<file path="src/rtl/lcd_pkg.sv">
// Shared types and constants for the HD44780 character-LCD transmitter.
// Pin positions match the core's LCD output register packing.
package lcd_pkg;

    typedef enum logic [2:0] {
        ST_INIT_WAIT,
        ST_IDLE,
        ST_SETUP,
        ST_PULSE,
        ST_HOLD,
        ST_WAIT
    } lcd_state_e;

    localparam int LCD_ON = 31;
    localparam int LCD_EN = 10;
    localparam int LCD_RS = 9;
    localparam int LCD_RW = 8;

    localparam int INIT_LEN = 4;
    localparam logic [7:0] INIT_CMDS [INIT_LEN] = '{8'h38, 8'h0C, 8'h01, 8'h06};

    localparam logic [7:0] OP_CLEAR    = 8'h01;
    localparam logic [7:0] OP_HOME     = 8'h02;
    localparam logic [7:0] OP_HOME_ALT = 8'h03;

    function automatic int max_int(input int a, input int b);
        return (a > b) ? a : b;
    endfunction

    // Clear and return-home need the long execution wait on the panel.
    function automatic logic is_slow_cmd(input logic rs, input logic [7:0] data);
        return !rs && ((data == OP_CLEAR) || (data == OP_HOME) || (data == OP_HOME_ALT));
    endfunction

endpackage

</file>
<file path="src/rtl/lcd_timer.sv">
// Loadable down-counter; done is high whenever the count sits at zero.
module lcd_timer #(
    parameter int W = 8
) (
    input  logic         i_clk,
    input  logic         i_reset,
    input  logic         i_load,
    input  logic [W-1:0] i_load_val,
    output logic         o_done
);

    logic [W-1:0] count;

    always_ff @(posedge i_clk or negedge i_reset) begin
        if (!i_reset) begin
            count <= '0;
        end else if (i_load) begin
            count <= i_load_val;
        end else if (count != '0) begin
            count <= count - 1'b1;
        end
    end

    assign o_done = (count == '0);

endmodule

</file>
<file path="src/rtl/lcd_ctrl.sv">
// HD44780 transmitter: self-running power-on init, then byte writes over valid/ready.
//   state     | meaning
//   INIT_WAIT | power-on delay before the first init command
//   IDLE      | ready for a write (o_ready=1)
//   SETUP     | RS/DATA stable, EN low
//   PULSE     | EN high
//   HOLD      | RS/DATA held, EN low
//   WAIT      | LCD execution time; then next init byte or IDLE
module lcd_ctrl
    import lcd_pkg::*;
#(
    parameter int INIT_WAIT_CYC = 750000,
    parameter int SETUP_CYC     = 4,
    parameter int PULSE_CYC     = 25,
    parameter int HOLD_CYC      = 4,
    parameter int CMD_WAIT_CYC  = 2500,
    parameter int CLR_WAIT_CYC  = 82000
) (
    input  logic        i_clk,
    input  logic        i_reset,
    input  logic        i_valid,
    input  logic        i_rs,
    input  logic [7:0]  i_data,
    output logic        o_ready,
    output logic        o_init_done,
    output logic [31:0] o_io_lcd
);

    localparam int MAX_CYC = max_int(max_int(max_int(INIT_WAIT_CYC, SETUP_CYC),
                                             max_int(PULSE_CYC, HOLD_CYC)),
                                     max_int(CMD_WAIT_CYC, CLR_WAIT_CYC));
    localparam int TW = $clog2(MAX_CYC + 1);

    localparam logic [TW-1:0] SETUP_VAL = TW'(SETUP_CYC - 1);
    localparam logic [TW-1:0] PULSE_VAL = TW'(PULSE_CYC - 1);
    localparam logic [TW-1:0] HOLD_VAL  = TW'(HOLD_CYC - 1);
    localparam logic [1:0]    INIT_LAST = 2'(INIT_LEN - 1);

    lcd_state_e    state;
    logic          init_armed;
    logic [1:0]    init_idx;
    logic          init_done_r;
    logic          on_r;
    logic          en_r;
    logic          rs_r;
    logic [7:0]    data_r;
    logic          tmr_load;
    logic [TW-1:0] tmr_val;
    logic [TW-1:0] wait_val;
    logic          tmr_done;

    lcd_timer #(.W(TW)) u_timer (
        .i_clk      (i_clk),
        .i_reset    (i_reset),
        .i_load     (tmr_load),
        .i_load_val (tmr_val),
        .o_done     (tmr_done)
    );

    // The timer comes out of reset at zero, so INIT_WAIT spends its first
    // cycle arming the counter with one less than the usual N-1.
    always_comb begin
        tmr_load = 1'b0;
        tmr_val  = '0;
        wait_val = is_slow_cmd(rs_r, data_r) ? TW'(CLR_WAIT_CYC - 1) : TW'(CMD_WAIT_CYC - 1);
        case (state)
            ST_INIT_WAIT: begin
                if (!init_armed) begin
                    tmr_load = 1'b1;
                    tmr_val  = TW'(INIT_WAIT_CYC - 2);
                end else if (tmr_done) begin
                    tmr_load = 1'b1;
                    tmr_val  = SETUP_VAL;
                end
            end
            ST_IDLE: begin
                if (i_valid) begin
                    tmr_load = 1'b1;
                    tmr_val  = SETUP_VAL;
                end
            end
            ST_SETUP: begin
                if (tmr_done) begin
                    tmr_load = 1'b1;
                    tmr_val  = PULSE_VAL;
                end
            end
            ST_PULSE: begin
                if (tmr_done) begin
                    tmr_load = 1'b1;
                    tmr_val  = HOLD_VAL;
                end
            end
            ST_HOLD: begin
                if (tmr_done) begin
                    tmr_load = 1'b1;
                    tmr_val  = wait_val;
                end
            end
            ST_WAIT: begin
                if (tmr_done && !init_done_r && (init_idx != INIT_LAST)) begin
                    tmr_load = 1'b1;
                    tmr_val  = SETUP_VAL;
                end
            end
            default: ;
        endcase
    end

    always_ff @(posedge i_clk or negedge i_reset) begin
        if (!i_reset) begin
            state       <= ST_INIT_WAIT;
            init_armed  <= 1'b0;
            init_idx    <= '0;
            init_done_r <= 1'b0;
            on_r        <= 1'b0;
            en_r        <= 1'b0;
            rs_r        <= 1'b0;
            data_r      <= '0;
        end else begin
            on_r <= 1'b1;
            case (state)
                ST_INIT_WAIT: begin
                    if (!init_armed) begin
                        init_armed <= 1'b1;
                    end else if (tmr_done) begin
                        init_idx <= '0;
                        rs_r     <= 1'b0;
                        data_r   <= INIT_CMDS[0];
                        state    <= ST_SETUP;
                    end
                end
                ST_IDLE: begin
                    if (i_valid) begin
                        rs_r   <= i_rs;
                        data_r <= i_data;
                        state  <= ST_SETUP;
                    end
                end
                ST_SETUP: begin
                    if (tmr_done) begin
                        en_r  <= 1'b1;
                        state <= ST_PULSE;
                    end
                end
                ST_PULSE: begin
                    if (tmr_done) begin
                        en_r  <= 1'b0;
                        state <= ST_HOLD;
                    end
                end
                ST_HOLD: begin
                    if (tmr_done) begin
                        state <= ST_WAIT;
                    end
                end
                ST_WAIT: begin
                    if (tmr_done) begin
                        if (init_done_r) begin
                            state <= ST_IDLE;
                        end else if (init_idx == INIT_LAST) begin
                            init_done_r <= 1'b1;
                            state       <= ST_IDLE;
                        end else begin
                            init_idx <= init_idx + 2'd1;
                            rs_r     <= 1'b0;
                            data_r   <= INIT_CMDS[init_idx + 2'd1];
                            state    <= ST_SETUP;
                        end
                    end
                end
                default: state <= ST_INIT_WAIT;
            endcase
        end
    end

    assign o_ready     = (state == ST_IDLE);
    assign o_init_done = init_done_r;

    always_comb begin
        o_io_lcd         = '0;
        o_io_lcd[LCD_ON] = on_r;
        o_io_lcd[LCD_EN] = en_r;
        o_io_lcd[LCD_RS] = rs_r;
        o_io_lcd[LCD_RW] = 1'b0;
        o_io_lcd[7:0]    = data_r;
    end

endmodule

</file>
<file path="config.mk">
export PLATFORM = sky130hd
export DESIGN_NAME = lcd_ctrl
export DESIGN_NICKNAME = d
export VERILOG_FILES = /design/src/rtl/lcd_pkg.sv /design/src/rtl/lcd_timer.sv /design/src/rtl/lcd_ctrl.sv
export SDC_FILE = /design/constraint.sdc
export NUM_CORES = 1
export LEC_CHECK = 0
export BUFFER_PORTS_ARGS = -buffer_cell sky130_fd_sc_hd__buf_2
export CORE_MARGIN = 3
export CORE_UTILIZATION = 60
export DETAILED_ROUTE_END_ITERATION = 16
export PLACE_DENSITY_LB_ADDON = 0.3
export SLEW_MARGIN = 20
export SYNTH_ARGS = -nofsm -noshare
export SYNTH_HDL_FRONTEND = slang
export SYNTH_SLANG_ARGS = --single-unit
</file>
<file path="constraint.sdc">
create_clock -name i_clk -period 5.1 [get_ports i_clk]
set_input_delay 0.765 -clock i_clk [delete_from_list [all_inputs] [get_ports i_clk]]
set_output_delay 0.765 -clock i_clk [all_outputs]
set_load 0.03 [all_outputs]
</file>
==> reports/results.txt, run 1 <==
WL final - 5.47 mm
vias - 2008
flops & latches, synth - 38
First-pass DRT Iterations - 4
Util after Layout - 68.4%
Synth area leader - dfrtp_1
Layout area overhead - 4.20%
layout cells sized above 1 - 18.3%
worst r2r src - u_timer.count[1]
HP Start - o_init_done
Area contributors post-synth - dfrtp_1, buf_4, mux2_4
Initial Util - 65.7%
crit path DAT - 1940 ps
min Tclk post-route - 2700 ps
most frequent cell after synthesis - dfrtp_1
post-synthesis sequential area ratio - 37.6%
Clk Latency, worst-skew pair - 290 ps
ANT nets after route - 0
RSZ-0062 raised after global routing - no
status - completed
Leak - 0.00118 uW
Layout Skew - 4.27 ps
Critical path origin - state[0]
Warnings, synthesis - 0
pwr dens - 341 nW/um^2
Worst-Margin Slew - 886 ps
Post-synth EDFFs - 0
Slew Limit Fails - 0
clock transition at the registers of the reported paths - 60 ps
largest net degree at the start of global routing - 39
CTS tree - yes
post-synthesis async set-or-reset flop share - 100%
num ports - 46
Clock Sinks - 38
commonest cells in the netlist - dfrtp_1, buf_4, nor2_1
H-tree depth - 2
DIE HEIGHT - 71.0 um
crit start category - flop
initial antenna violation count - 0
Slew HR - 40.2%
Tot GR Track Use - 23.1%
final setup vio count - 0
dominant synthesized flop cell - dfrtp_1
CTS resizes - 0
Wirelength per Cell - 16.5 um
# diodes - 0
Nets - 304
post-synth top area share - 37.6%
worst hold path class - reg2reg
Post-route DRC - 0
synthesized area per cell - 9.48 um^2
Root Buffer - clkbuf_8
critical path endpoint category - primary output
Synth Cell Area - 2530 um^2
drt initial violations - 160
number of distinct library cells after synthesis - 60
final hold slack - 518 ps
# port buffers - 24
cts bufs inserted - 5
worst-path maximum fanout - 18
Longest Clk Path Bufs - 2
Fill cells - 326
grt ovf - 0
Hold Vio Cnt, Final - 0
Die ar. - 5030 um^2
routed vias/inst - 6.05
CP Class - reg2out
worst path required time - 4340 ps
max-cap viol count - 0
num rows - 22
GP Congestion - 0.919
fmax - 0.370 GHz
DPL Wire Length - 4.09 mm
Chip Width - 71.0 um
vias in the first global route - 1890
CTS Hold Bufs - 0
Core ar. - 3850 um^2
Final Cycle Share - 53.0%
maximum vdd drop - 0.164 mV
Final TNS setup - 0 ps
Syn Inst Count - 267
number of setup buffers added after CTS - 0
first-pass GRT wire length - 9.17 mm
## kinds of logic after synthesis
group	after synthesis	synth area share, %
mux	11	5.54
buf+inv	42	10.5
xor+xnor	16	5.54
compound gates	61	16.8
simple gates	90	20.4
fa+ha+maj	7	3.46
flops	38	37.6
other cells	2	0.297
## power by group
group | internal (uW) | switching, uW | total [uW]
registers | 368 | 95.4 | 463
clock network | 104 | 96.8 | 201
logic | 99.8 | 135 | 235
## worst paths after layout
| path | slack (ps) | cells after the start | to |
|---|---|---|---|
| worst max-delay path | 2400 | 3 | o_ready |
| min in group asynchronous | 580 | 1 | u_timer.count[9] |
| worst min-delay path | 520 | 1 | o_init_done |
| worst min register to register | 520 | 1 | o_init_done |
| worst max register to register | 2600 | 7 | u_timer.count[14] |
| max in group asynchronous | 3990 | 1 | data_r[1] |
## through the flow
| step | setup slack [ps] | power, uW | cell area (um^2) | std cells |
|---|---|---|---|---|
| floorplan | 2990 | 647 | 2610 | 287 |
| global placement | 2630 | 685 | 2550 | 326 |
| detailed placement | 2560 | 697 | 2550 | 326 |
| CTS | 2430 | 900 | 2640 | 332 |
| global route | 2260 | 949 | 2640 | 332 |
| finish | 2400 | 899 | 2640 | 332 |
## registers in the layout, summed over array words and instances, names as in the netlist
name / cells
data_r: 8
en_r: 1
init_armed: 1
init_idx: 2
o_init_done: 1
on_r: 1
rs_r: 1
state: 3
u_timer.count: 20
## cells in the final DEF (no fill, tap or decap), types with 6 or more instances in the layout
master / n
nor2_1: 21
ha_1: 7
xor2_1: 8
dfrtp_1: 38
mux2_4: 6
nand3_1: 9
o21ai_0: 17
xnor2_1: 8
inv_1: 9
nor3_1: 11
a21oi_1: 11
clkbuf_8: 6
nand2_1: 16
conb_1: 22
buf_2: 24
## final cells by class
| class | count | area (um^2) | area share [%] |
|---|---|---|---|
| flip-flops and latches | 38 | 951 | 36.1 |
| well taps | 48 | 60.1 | 2.28 |
| repair buffers | 24 | 120 | 4.55 |
| multi-input cells | 207 | 1390 | 52.7 |
| clock buffers | 6 | 82.6 | 3.13 |
| inverters | 9 | 33.8 | 1.28 |
## metal layers
layer  vias up  GRT usage [%]  wire (um)
li1        943              -          -
met1       973           32.3       2370
met2        83           35.7       2600
met3         9           4.40        423
met4         0           8.14         85
met5         -              0          0
## critical path: stages, from the launching register on
cell and delay [ps]:
dfrtp_1 670, nand2b_1 320, nor2_1 380, buf_2 280
(Power assumes the default switching activity.)
==> inputs of run 2 (changes only) <==
Settings changed: CORE_UTILIZATION 60 to 56.
Clock period 5.1 ns to 2.5 ns, I/O delays scaled along.
==> run 2 against run 1 <==
  * Clock power increased by 120%
  * Flip-flop and latch count unchanged
  * Utilization decreased by 2.6 points
  * Combinational power increased by 110%
  * Sequential share of layout area decreased by 1.4 points
  * Final cell count increased by 4.5%
  * Wire length decreased by 0.35%
  * Critical path depth increased by 4
  * Final area increased by 4.1%
  * Largest cell class unchanged
  * Critical endpoint is now u_timer.count[14]
  * Worst setup slack got worse by 2200 ps
==> reports/results.txt, run 2 (synthesized netlist as in run 1, its figures left out) <==
status - completed (unchanged)
GR peak layer - met2 (unchanged)
Final Cycle Share - 91.1%
Nets - 315 (was 304)
CTS tree - yes (unchanged)
Slew Limit Fails - 0 (unchanged)
ANT nets after route - 0 (unchanged)
Biggest register - u_timer.count (unchanged)
Layout Skew - 10.6 ps (was 4.27 ps)
fmax - 0.439 GHz
Hold Vio Cnt, Final - 0 (unchanged)
# diodes - 0 (unchanged)
crit path DAT - 2480 ps (was 1940 ps)
Wirelength per Cell - 15.7 um (was 16.5 um)
max-cap viol count - 0 (unchanged)
Util after Layout - 65.8% (was 68.4%)
Final Cell Area - 2750 um^2 (was 2640 um^2)
internal power - 1190 uW (was 572 uW)
Non-Filler Instances - 347 (was 332)
routed vias/inst - 5.86 (was 6.05)
Final TNS setup - 0 ps (unchanged)
number of setup buffers added after CTS - 0 (unchanged)
Fill cells - 346 (was 326)
RSZ-0062 raised after global routing - no (unchanged)
Root Buffer - clkbuf_8 (unchanged)
worst hold path class - in2async (was reg2reg)
Leak - 0.00124 uW (was 0.00118 uW)
num rows - 23 (was 22)
Layout area overhead - 8.50% (was 4.20%)
maximum vdd drop - 0.314 mV (was 0.164 mV)
layout cells sized above 1 - 22.6% (was 18.3%)
Tot GR Track Use - 22.3% (was 23.1%)
Clk Latency, worst-skew pair - 300 ps (was 290 ps)
max FFs per register - 20 (unchanged)
Slowest-stage cell, CP - a21oi_1 (was dfrtp_1)
DIE HEIGHT - 73.2 um (was 71.0 um)
Clock Sinks - 38 (unchanged)
combinational power share - 26.4% (was 26.1%)
crit start category - flop (unchanged)
grt ovf - 0 (unchanged)
clock group share of total power - 23.8% (was 22.4%)
GP Congestion - 0.932 (was 0.919)
Worst-Margin Slew - 897 ps (was 886 ps)
Longest Clk Path Bufs - 2 (unchanged)
first-pass GRT wire length - 9.09 mm (was 9.17 mm)
worst-path maximum fanout - 5 (was 18)
# port buffers - 24 (unchanged)
commonest cells after routing, fill and taps aside - dfrtp_1, buf_2, conb_1 (unchanged)
clock transition at the registers of the reported paths - 80 ps (was 60 ps)
Initial Util - 60.7% (was 65.7%)
Die ar. - 5360 um^2 (was 5030 um^2)
sw power - 697 uW (was 327 uW)
DPL Wire Length - 4.16 mm (was 4.09 mm)
cts bufs inserted - 5 (unchanged)
drt initial violations - 180 (was 160)
most frequent standard cell in the layout excluding fill and tap cells - dfrtp_1 (unchanged)
sw frac - 37.0% (was 36.4%)
min Tclk post-route - 2280 ps
Regs by FF count - u_timer.count (20), data_r (8), state (3) (unchanged)
met1 Use GR - 30.9% (was 32.3%)
Core ar. - 4170 um^2 (was 3850 um^2)
Chip Width - 73.2 um (was 71.0 um)
worst path required time - 2710 ps (was 4340 ps)
First-pass DRT Iterations - 5 (was 4)
critical path endpoint category - flop (was primary output)
Slew HR - 39.5% (was 40.2%)
vias - 2033 (was 2008)
pwr dens - 685 nW/um^2 (was 341 nW/um^2)
Post-route DRC - 0 (unchanged)
CP max stage delay - 480 ps (was 670 ps)
vias in the first global route - 1912 (was 1890)
num ports - 46 (unchanged)
largest net degree at the start of global routing - 39 (unchanged)
initial antenna violation count - 0 (unchanged)
WL final - 5.45 mm (was 5.47 mm)
Global Route met2 Usage - 33.0% (was 35.7%)
GRT met3 Usage - 5.23% (was 4.40%)
area of placed instances - 2640 um^2 (was 2550 um^2)
final setup vio count - 0 (unchanged)
H-tree depth - 2 (unchanged)
CP Class - reg2reg (was reg2out)
# placed instances - 339 (was 326)
Seq pwr share - 49.8% (was 51.5%)
worst path cell trace - inv_1, ha_1, nor4b_2, and4b_2, a21oi_1, nor2_1, a221oi_1 (was nand2b_1, nor2_1, buf_2)
[run 2: path summary, 6_finish.rpt]
check	from	end	cells past startpoint	slack (ps)
hold reg to reg	en_r	en_r	2	520
hold / removal	i_reset	u_timer.count[13]	1	170
max in group asynchronous	i_reset	en_r	1	1800
setup / recovery	u_timer.count[0]	u_timer.count[14]	7	220
setup reg to reg	u_timer.count[0]	u_timer.count[14]	7	220
min in group i_clk	i_data[7]	data_r[7]	3	410
[run 2: critical path: cells and delay by family (launching register included)]
kind / cells / cell delay [ps]
AOI/OAI and AO/OA: 2 / 790
adders and majority gates: 1 / 220
DFF: 1 / 420
and+or+nand+nor: 3 / 680
buffers and inverters: 1 / 80
[run 2: power by group through the flow]
stage                     sequential (uW)  combinational [uW]  clock, uW
final                                 938                 497        447
after floorplan                       914                 405          0
after global placement                939                 479          0
after global routing                  962                 563        478
after detailed placement              943                 493          0
after CTS                             933                 494        455
[run 2: stage by stage]
stage / hold WS (ps) / total power (uW) / worst slack [ps]
3_3_place_gp: 491 / 1420 / 276
3_5_place_dp: 499 / 1440 / 205
6_report: 172 / 1880 / 223
5_1_grt: 221 / 2000 / 129
2_1_floorplan: 79.4 / 1320 / 407
4_1_cts: 206 / 1880 / 166
[run 2: cell type report]
| cell class | instances | area (um^2) | area share (%) |
|---|---|---|---|
| multi-input combinational | 207 | 1400 | 51.0 |
| sequential | 38 | 951 | 34.6 |
| timing repair buffer | 35 | 203 | 7.38 |
| clock buffer | 6 | 82.6 | 3.01 |
| tap | 50 | 62.6 | 2.28 |
| inverter | 9 | 33.8 | 1.23 |
| clock inverter | 2 | 12.5 | 0.456 |
[run 2: layer usage]
metal | wire (um) | up-vias
met4 | 125 | 0
met2 | 2520 | 82
li1 | - | 971
met5 | 0 | -
met3 | 366 | 15
met1 | 2440 | 965
[run 2: what timing repair did]
action / CTS / global route
gates resized for setup: 0 / 2
hold endpoints to repair: 0 / 0
hold buffers: 0 / 0
setup endpoints to repair: 0 / 6
